`src/rtl/demux_pkg.sv`:
```
// Shared constants for the 1-to-3 demultiplexer: select encodings, default widths and
// the saturating increment used by the drop counter.
package demux_pkg;

  localparam logic [1:0] SEL_A   = 2'b00;
  localparam logic [1:0] SEL_B   = 2'b01;
  localparam logic [1:0] SEL_C   = 2'b10;
  localparam logic [1:0] SEL_INV = 2'b11;

  localparam int unsigned WIDTH = 32;
  localparam int unsigned ERR_W = 8;

  function automatic logic [ERR_W-1:0] sat_inc(input logic [ERR_W-1:0] v);
    return (v == {ERR_W{1'b1}}) ? v : v + 1'b1;
  endfunction

endpackage

```
`src/rtl/out_slot.sv`:
```
// One-entry output register slice: loads on i_load, drains when the consumer is ready.
// The parent only asserts i_load when o_free is high.
module out_slot #(
  parameter int unsigned WIDTH = demux_pkg::WIDTH
) (
  input  logic             clk,
  input  logic             rst,
  input  logic             i_load,
  input  logic [WIDTH-1:0] i_data,
  input  logic             i_ready,
  output logic [WIDTH-1:0] o_data,
  output logic             o_valid,
  output logic             o_free
);

  logic [WIDTH-1:0] r_data;
  logic             r_valid;

  // A load wins over a drain so a simultaneous drain+load keeps the slot full.
  always_ff @(posedge clk or posedge rst) begin
    if (rst) begin
      r_data  <= '0;
      r_valid <= 1'b0;
    end else if (i_load) begin
      r_data  <= i_data;
      r_valid <= 1'b1;
    end else if (i_ready) begin
      r_valid <= 1'b0;
    end
  end

  assign o_data  = r_data;
  assign o_valid = r_valid;
  assign o_free  = !r_valid || i_ready;

endmodule

```
`src/rtl/demux1to3.sv`:
```
// Routes each accepted word to one of three registered output slots; invalid-select
// words are drained, dropped and counted.
module demux1to3 #(
  parameter int unsigned WIDTH = demux_pkg::WIDTH
) (
  input  logic                       clk,
  input  logic                       rst,
  input  logic [WIDTH-1:0]           in_data,
  input  logic [1:0]                 sel,
  input  logic                       in_valid,
  output logic                       in_ready,
  output logic [WIDTH-1:0]           out_a,
  output logic [WIDTH-1:0]           out_b,
  output logic [WIDTH-1:0]           out_c,
  output logic                       valid_a,
  output logic                       valid_b,
  output logic                       valid_c,
  input  logic                       ready_a,
  input  logic                       ready_b,
  input  logic                       ready_c,
  output logic                       err_pulse,
  output logic [demux_pkg::ERR_W-1:0] err_count
);

  import demux_pkg::*;

  logic [2:0]       w_free;
  logic [2:0]       w_load;
  logic             w_accept;
  logic             w_drop;
  logic             r_err_pulse;
  logic [ERR_W-1:0] r_err_count;

  // Readiness depends only on the selected slot, never on in_valid.
  always_comb begin
    in_ready = 1'b0;
    if (!rst) begin
      case (sel)
        SEL_A:   in_ready = w_free[0];
        SEL_B:   in_ready = w_free[1];
        SEL_C:   in_ready = w_free[2];
        default: in_ready = 1'b1;
      endcase
    end
  end

  assign w_accept  = in_valid && in_ready;
  assign w_load[0] = w_accept && (sel == SEL_A);
  assign w_load[1] = w_accept && (sel == SEL_B);
  assign w_load[2] = w_accept && (sel == SEL_C);
  assign w_drop    = w_accept && (sel == SEL_INV);

  always_ff @(posedge clk or posedge rst) begin
    if (rst) begin
      r_err_pulse <= 1'b0;
      r_err_count <= '0;
    end else begin
      r_err_pulse <= w_drop;
      if (w_drop) begin
        r_err_count <= sat_inc(r_err_count);
      end
    end
  end

  assign err_pulse = r_err_pulse;
  assign err_count = r_err_count;

  out_slot #(.WIDTH(WIDTH)) u_slot_a (
    .clk     (clk),
    .rst     (rst),
    .i_load  (w_load[0]),
    .i_data  (in_data),
    .i_ready (ready_a),
    .o_data  (out_a),
    .o_valid (valid_a),
    .o_free  (w_free[0])
  );

  out_slot #(.WIDTH(WIDTH)) u_slot_b (
    .clk     (clk),
    .rst     (rst),
    .i_load  (w_load[1]),
    .i_data  (in_data),
    .i_ready (ready_b),
    .o_data  (out_b),
    .o_valid (valid_b),
    .o_free  (w_free[1])
  );

  out_slot #(.WIDTH(WIDTH)) u_slot_c (
    .clk     (clk),
    .rst     (rst),
    .i_load  (w_load[2]),
    .i_data  (in_data),
    .i_ready (ready_c),
    .o_data  (out_c),
    .o_valid (valid_c),
    .o_free  (w_free[2])
  );

endmodule

```
`config.mk`:
```
export PLATFORM = sky130hd
export DESIGN_NAME = demux1to3
export DESIGN_NICKNAME = d
export VERILOG_FILES = /design/src/rtl/demux_pkg.sv /design/src/rtl/out_slot.sv /design/src/rtl/demux1to3.sv
export SDC_FILE = /design/constraint.sdc
export NUM_CORES = 1
export LEC_CHECK = 0
export BUFFER_PORTS_ARGS = -buffer_cell sky130_fd_sc_hd__buf_2
export CORE_MARGIN = 2
export CORE_UTILIZATION = 50
export CTS_CLUSTER_DIAMETER = 100
export DETAILED_ROUTE_END_ITERATION = 8
export PLACE_DENSITY_LB_ADDON = 0.1
export RECOVER_POWER = 25
export SLEW_MARGIN = 10
export SYNTH_ARGS = -nofsm -noshare
export SYNTH_HDL_FRONTEND = slang
export SYNTH_SLANG_ARGS = --single-unit
```
`constraint.sdc`:
```
create_clock -name clk -period 5.05 [get_ports clk]
set_input_delay 1.01 -clock clk [delete_from_list [all_inputs] [get_ports clk]]
set_output_delay 1.01 -clock clk [all_outputs]
set_load 0.005 [all_outputs]
```
==> summary.txt <==
Cells and area
  – Layout cells sized above 1: 66.3%
  – Reg area: 2700 um^2
  – N_diodes: 0
  – Fillers: 671
  – Area growth syn-to-layout: 23.7%
  – Nets: 451
  – Multi-input gate area: 1510 um^2

Power and ir drop
  – Power density over cell area: 419 nW/um^2
  – VDD IR max: 0.000209 V
  – Static Leak: 2.73 nW

Clock tree
  – CTS clock-pin slew for the worst setup and hold paths: 90 ps
  – Setup repair bufs after CTS: 0
  – CTS resizes: 0
  – # hold bufs at CTS: 0
  – Clock latency on the worst-skew pair: 360 ps
  – TritonCTS clock tree: done
  – CTS root buffer: clkbuf_8
  – Clock sink count: 108
  – CTS Buffer Depth: 2
  – H-tree levels: 3
  – Clock buffer count from CTS: 9

Yosys
  – Synth area leader: dfrtp_1
  – Async S/R FF share, synth: 100%
  – Synth Flop Type: dfrtp_1
  – Synth area leaders: dfrtp_1 63%, mux2_2 19%, mux2_4 10%, buf_12 1.4%, buf_2 0.81%
  – Yosys top cell area share: 62.5%
  – Top-count cell post-synth: dfrtp_1
  – Post-Syn Instances: 259
  – Number of synthesized flops with an enable pin: 0
  – Synth Register Bits: 108
  – Post-synth top cells: 108 x dfrtp_1, 71 x mux2_2, 29 x mux2_4
  – Register area share after synthesis: 62.5%
  – Post-Syn Area: 4320 um^2
  – Yosys warnings: 0
  – Post-synth cell types: 33
  – Syn_area_per_cell: 16.7 um^2
  – Syn Nets: 300

Routing
  – WL/cell: 17.1 um
  – Final Routed Wirelength: 8870 um
  – Residual DRC count: 0
  – Vias per cell: 5.12
  – DR pass1 iterations: 4
  – Routed vias: 2662
  – Post-route ant nets: 0
  – DRT iter0 DRCs: 57

Run status
  – Violated checks: max-capacitance violations, max-slew violations
  – Status: finished with violations

Placed design
  – Port Buffers: 148
  – Final GP Congestion: 0.775
  – Worst slack, placed: 2000 ps
  – Dpl hpwl: 6300 um

STA
  – Final setup viols: 0
  – Actual slew at the worst max-slew pin: 2900 ps
  – Clock Skew: 17.3 ps
  – Setup repair after global routing missed its margin: false
  – Final Hold Vio Count: 0
  – PnR worst setup slack: 1860 ps
  – Min Tclk post-route: 3190 ps
  – Fin crit share: 63.2%
  – Setup_tns: 0 ps
  – Max Freq: 313 MHz
  – Worst hold slack: 508 ps
  – Final slew viol count: 102
  – Slew headroom: -94.1%

Min path
  – Worst hold stages: 1
  – Hold crit path type: reg2reg

Critical path
  – CP peak stage delay: 1430 ps
  – CP bufs+invs: 2
  – Crit path DAT: 3430 ps
  – Crit path launch type: primary input
  – CP Depth: 5
  – Crit path required time: 5280 ps
  – Kind of critical path: in2reg
  – Maximum fanout along the worst path: 33
  – Crit path max-delay cell type: clkbuf_1
  – Most used cell, CP: clkbuf_1
  – CP endpoint kind: flip-flop
  – Critical path, cell by cell: clkbuf_1, nand2b_1, nand4bb_2, clkbuf_1, mux2_2
  – Top delay family on crit path: buffers and inverters
  – Reg2reg path depth: 4

Floorplanning
  – Die H: 97.0 um
  – Initial core utilization: 52.1%
  – I/O pins: 149
  – DIE WIDTH: 97.0 um
  – Core Region: 8300 um^2
  – Std-Cell Rows: 33
  – Total die area: 9400 um^2

Flow run
  – Maxcap violations: 2

Global route
  – Global-route wire length before repair: 14600 um
  – GRT overflow: 0
  – Total track usage: 19.3%
  – Initial antenna violation count: 1
  – Vias in the first global route: 2739
  – Largest net degree at the start of global routing: 68
==> registers in the layout, indices dropped and copies added (netlist names) <==
signal,count
err_count,8
err_pulse,1
u_slot_a.o_data,32
u_slot_a.o_valid,1
u_slot_b.o_data,32
u_slot_b.o_valid,1
u_slot_c.o_data,32
u_slot_c.o_valid,1
==> power breakdown <==
group / internal [mW] / switching, mW / leakage (nW) / total (mW)
clock: 0.282 / 0.295 / 0.106 / 0.577
sequential: 1.05 / 0.106 / 1.31 / 1.16
combinational: 0.310 / 0.193 / 1.31 / 0.504
total: 1.64 / 0.594 / 2.73 / 2.24
==> layout make-up <==
class	count	share of cell area, %
inverters	3	0.234
well taps	105	2.46
clock buffers	9	2.32
multi-input cells	136	28.3
flip-flops and latches	108	50.6
clock inverters	7	1.83
repair buffers	152	14.3
==> layer usage <==
layer	global-route usage (%)	wire, um
met5	0	16
met4	6.61	125
met3	5.06	552
met2	29.6	4130
met1	27.1	4050
==> placed cells by master (no fill, tap or decap), types with 2 or more instances in the layout <==
cell type	count
mux2_2	71
nor2b_1	2
nand2b_1	3
nand4_1	3
inv_6	2
buf_4	3
nand3_1	2
mux2_4	29
bufinv_16	2
buf_2	147
clkinvlp_4	2
o21ai_0	3
clkbuf_1	2
clkbuf_8	9
xnor2_1	3
dfrtp_1	108
nand2_1	3
==> kinds of logic (layout without fill, tap and decap cells) <==
logic type,after synthesis,count (layout),share of synthesized area (%)
multiplexers,100,100,28.6
flip-flops,108,108,62.5
adder cells (fa/ha/maj),1,1,0.289
AO/OA/AOI/OAI,9,9,1.42
XOR/XNOR,3,3,0.608
AND/OR/NAND/NOR,23,23,3.76
buffers and inverters,15,171,2.81
==> stage by stage <==
| stage | instances | utilization, % | area (um^2) | total power, mW |
|---|---|---|---|---|
| finish | 520 | 64.4 | 5340 | 2.24 |
| global route | 520 | 64.4 | 5340 | 2.36 |
| CTS | 520 | 64.5 | 5350 | 2.27 |
| detailed placement | 504 | 61.8 | 5130 | 1.69 |
| global placement | 504 | 61.8 | 5130 | 1.67 |
| floorplan | 259 | - | 4320 | 1.42 |
==> final timing paths <==
path | startpoint | to | slack [ps]
max | rst | u_slot_b.o_data[8] | 1860
min | u_slot_a.o_data[9] | u_slot_a.o_data[9] | 510
max reg2reg | u_slot_b.o_valid | u_slot_b.o_data[8] | 2420
min reg2reg | u_slot_a.o_data[9] | u_slot_a.o_data[9] | 510
max in group asynchronous | rst | u_slot_c.o_data[25] | 2000
min in group asynchronous | rst | u_slot_a.o_data[27] | 1490
Note: power is estimated with default switching activity, not from simulation.
